`src/rtl/alu_mem_io_unit.sv`:
```
// Data-side execution block: 32-bit ALU, load/store address decode splitting
// accesses between internal word memory and the external IO port.
module alu_mem_io_unit #(
  parameter int MEM_WORDS = 64
) (
  input  logic        clk,
  input  logic        reset,
  input  logic [31:0] alu_a,
  input  logic [31:0] alu_b,
  input  logic [3:0]  alu_control,
  output logic [31:0] alu_result,
  output logic        zero,
  input  logic        data_read_en,
  input  logic        data_write_en,
  input  logic [31:0] data_write_value,
  output logic [31:0] data_read_value,
  output logic        is_io,
  output logic [31:0] io_address,
  output logic        io_read_en,
  output logic        io_write_en,
  output logic [31:0] io_write_value,
  input  logic [31:0] io_read_value
);

  localparam int IDX_W = $clog2(MEM_WORDS);

  typedef enum logic [3:0] {
    OP_ADD  = 4'b0000,
    OP_SUB  = 4'b0001,
    OP_AND  = 4'b0010,
    OP_OR   = 4'b0011,
    OP_XOR  = 4'b0100,
    OP_SLL  = 4'b0101,
    OP_SRL  = 4'b0110,
    OP_SRA  = 4'b0111,
    OP_SLT  = 4'b1000,
    OP_SLTU = 4'b1001
  } alu_op_e;

  logic [31:0]      mem_q [MEM_WORDS];
  logic [IDX_W-1:0] mem_idx;
  logic             mem_read_en;
  logic             mem_write_en;
  logic [31:0]      mem_rdata;
  logic [4:0]       shamt;

  assign shamt = alu_b[4:0];

  always_comb begin
    alu_result = 32'h0;
    case (alu_op_e'(alu_control))
      OP_ADD:  alu_result = alu_a + alu_b;
      OP_SUB:  alu_result = alu_a - alu_b;
      OP_AND:  alu_result = alu_a & alu_b;
      OP_OR:   alu_result = alu_a | alu_b;
      OP_XOR:  alu_result = alu_a ^ alu_b;
      OP_SLL:  alu_result = alu_a << shamt;
      OP_SRL:  alu_result = alu_a >> shamt;
      OP_SRA:  alu_result = $unsigned($signed(alu_a) >>> shamt);
      OP_SLT:  alu_result = {31'h0, $signed(alu_a) < $signed(alu_b)};
      OP_SLTU: alu_result = {31'h0, alu_a < alu_b};
      default: alu_result = 32'h0;
    endcase
  end

  assign zero = (alu_result == 32'h0);

  // Bit 31 selects IO; everything else below it aliases into the word memory.
  assign is_io          = alu_result[31];
  assign io_address     = alu_result;
  assign io_write_value = data_write_value;
  assign io_read_en     = data_read_en & is_io;
  assign io_write_en    = data_write_en & is_io;
  assign mem_read_en    = data_read_en & ~is_io;
  assign mem_write_en   = data_write_en & ~is_io;
  assign mem_idx        = alu_result[IDX_W+1:2];

  assign mem_rdata       = mem_read_en ? mem_q[mem_idx] : 32'h0;
  assign data_read_value = is_io ? io_read_value : mem_rdata;

  // Reset clears every word and wins over a concurrent store.
  always_ff @(posedge clk) begin
    if (reset) begin
      for (int i = 0; i < MEM_WORDS; i++) mem_q[i] <= 32'h0;
    end else if (mem_write_en) begin
      mem_q[mem_idx] <= data_write_value;
    end
  end

endmodule

```
`config.mk`:
```
export PLATFORM = sky130hd
export DESIGN_NAME = alu_mem_io_unit
export DESIGN_NICKNAME = d
export VERILOG_FILES = /design/src/rtl/alu_mem_io_unit.sv
export SDC_FILE = /design/constraint.sdc
export NUM_CORES = 2
export LEC_CHECK = 0
export ABC_AREA = 1
export CAP_MARGIN = 0
export CORE_UTILIZATION = 42
export CTS_CLUSTER_SIZE = 10
export DETAILED_ROUTE_END_ITERATION = 10
export REMOVE_ABC_BUFFERS = 1
export SYNTH_ARGS = -nofsm -noshare
export SYNTH_HDL_FRONTEND = slang
export SYNTH_SLANG_ARGS = --single-unit
```
`constraint.sdc`:
```
create_clock -name clk -period 26 [get_ports clk]
set_input_delay 7.8 -clock clk [delete_from_list [all_inputs] [get_ports clk]]
set_output_delay 7.8 -clock clk [all_outputs]
set_load 0.02 [all_outputs]
```
==> impl_metrics.ini <==
[outcome]
status = completed

[detailed_routing]
wire_per_inst_um = 25.8
viasPerCell = 5.63
dr_total_vias = 85300
drt_drc_violations_left = 0
dr.pass1.iters = 6
wirelength_um = 391000
ant_nets = 0
initialDrtViolationCount = 10800

[grt]
antenna_found_initial = 7
grt_pass1_wl_um = 564000
overflow = 0
grt_pass1_vias = 80300
grt_max_degree = 159
grtUsageTotal = 0.308

[die]
rows = 182
die_area_um2 = 249000
die_h_um = 499
core_area_um2 = 246000
initial_utilization = 0.422
die_w_um = 499
ios = 268

[clock_network]
clockRootBuffer = clkbuf_16
htree_levels = 4
cts_tree = built
clkTransAtPathRegs_ps = 50
cts_buffers = 227
holdBufCountCts = 0
clock_sinks = 2048
post_cts_resized = 0
cts.path.max_buffers = 3
post_cts_buffers = 0

[synth]
synth_edf_count = 2048
synth_ff_type = edfxtp_1
synth_area_um2 = 104000
post_synth_num_cell_types = 49
yosysWarnings = 0
synth-seq-cells = 2048
ys_seq_area_frac = 0.593
avgSynthCellArea_um2 = 8.55
syn_inst = 12100
async_reset_ff_frac = 0

[critical_path]
cpMostUsedCell = nand2_1
cp.required_ps = 18200
cp-end-kind = output pin
slowest_delay_ps = 1160
critPathKind = in2out
cp_cell_sequence = clkdlybuf4s50_1, inv_2, nand2_1, nand3_1, o21a_1, nand2_1, o21ai_0, nand2_1, o21ai_0, nand2_1, nand2_1, nand2_1, nand2_2, buf_4, inv_1, nor2_4, buf_4, nand2_1, nand2_1, nor2_1, nand3_1, nand2_1, clkdlybuf4s50_1
arrival_ps = 15570
crit_slowest_cell = clkdlybuf4s50_1
critPathMaxFanout = 39
start_kind = input port

[cells_and_area]
final_net_count = 12100
area_growth_pct = 10.6
drive_gt1_frac = 0.0495
top_register = mem_q
largest_reg_flops = 2048
top_regs = mem_q (2048)
fillers = 23400

[power]
net-switching-power_mw = 2.44
pwr-share-clk = 0.349
seq_power_share = 0.470
cellPowerDensity_nw_per_um2 = 71.5
switching_share = 0.297
ir_worst_vdd_uv = 77.9
combPwrFrac = 0.181
p_leak_nw = 47.1
p_int_mw = 5.76

[sta]
slew-limit-headroom = 0.0596
setup_viol = 0
fin_tns_setup_ps = 0
worstMarginPinSlew_ps = 1410
final_hold_viol_count = 0
fmax_ghz = 0.0428
fin_crit_sh = 0.899
grt_setup_unrepaired = no
setup_slack_ps = 2630
finalMaxSlewViolations = 0
finalCriticalPeriod_ps = 23370

[run]
drv_cap = 0

[placed_design]
pre_cts_slack_ps = 2880
place.gp.congestion = 0.982
dpl.hpwl_um = 242000
port-buffer-count = 267

[hold_path]
hp-class = in2reg
==> cells in the final DEF (no fill, tap or decap), drive strengths merged, types with 26 or more instances in the layout <==
cell              n
nor2           3788
clkbuf          256
ha               98
o21bai           31
buf             255
inv             578
a21oi           138
nand4            26
clkinv           48
nand3b           87
edfxtp         2048
clkdlybuf4s50   264
nand3           348
o21ai          1001
nand2          2805
==> power groups by stage <==
stage / registers (mW) / clock network (mW) / logic (mW)
finish: 3.85 / 2.87 / 1.48
global route: 3.87 / 3.00 / 1.58
floorplan: 3.91 / 0 / 1.10
detailed placement: 3.92 / 0 / 1.46
global placement: 3.91 / 0 / 1.46
CTS: 3.85 / 2.88 / 1.46
==> per-stage QoR <==
| step | hold slack, ps | util | cell area, um^2 | std cells | power [mW] |
|---|---|---|---|---|---|
| finish | 7650 | 0.467 | 115000 | 15200 | 8.20 |
| global route | 7640 | 0.467 | 115000 | 15200 | 8.45 |
| CTS | 7600 | 0.467 | 115000 | 15200 | 8.20 |
| detailed placement | 8550 | 0.442 | 109000 | 14900 | 5.38 |
| global placement | 8550 | 0.442 | 109000 | 14900 | 5.38 |
| floorplan | 8340 | - | 99500 | 11200 | 5.01 |
==> worst max-delay path: cells and delay by family <==
kind | cells | cell delay [ps]
compound gates | 3 | 480
buf+inv | 6 | 4130
simple gates | 14 | 3060
==> cells by family after synthesis <==
kind of cell | Yosys count | synth area share
compound gates | 1284 | 0.0656
fa+ha+maj | 100 | 0.0122
buf+inv | 1580 | 0.0620
flops | 2048 | 0.593
mux | 2 | 0.000193
simple gates | 7106 | 0.267
==> per-layer routing <==
metal | GRT usage | routed length, um
met1 | 0.414 | 155000
met2 | 0.484 | 178000
met3 | 0.0448 | 34900
met4 | 0.161 | 22600
met5 | 0 | 23
==> area by class of cell <==
class,instances,area [um^2],share of cell area
diodes,3,7.51,0.0000654
clock buffers,256,5960,0.0520
clock inverters,17,186,0.00163
inverters,610,2340,0.0204
multi-input cells,8492,35900,0.313
flip-flops and latches,2048,61500,0.536
well taps,3220,4030,0.0351
repair buffers,519,4790,0.0417
==> synth_stat cells (9+ instances only) <==
library cell	instances	area share
clkbuf_1	679	0.025
o211ai_1	17	0.0012
o21ai_0	994	0.048
o21bai_1	31	0.0022
nand3b_1	87	0.0063
ha_1	98	0.012
edfxtp_1	2048	0.59
nand3_1	346	0.017
a21boi_0	9	0.00065
buf_2	183	0.0088
buf_1	36	0.0013
a31oi_1	14	0.00084
or2_2	11	0.00066
o2111ai_1	10	0.00084
buf_4	72	0.0052
nor3_1	23	0.0011
inv_2	38	0.0014
inv_1	567	0.021
nand4_1	26	0.0016
a21oi_1	138	0.0067
nor2_2	9	0.00054
a221oi_1	14	0.0012
nand2_1	2800	0.10
o22ai_1	14	0.00084
nor2_1	3778	0.14
==> final timing paths <==
kind / end / slack, ps / cells after the start / startpoint
setup / recovery: data_read_value[9] / 2630 / 23 / alu_b[0]
hold / removal: mem_q[39][11] / 7650 / 3 / data_write_value[11]
Power figures use the tool's default switching activity.
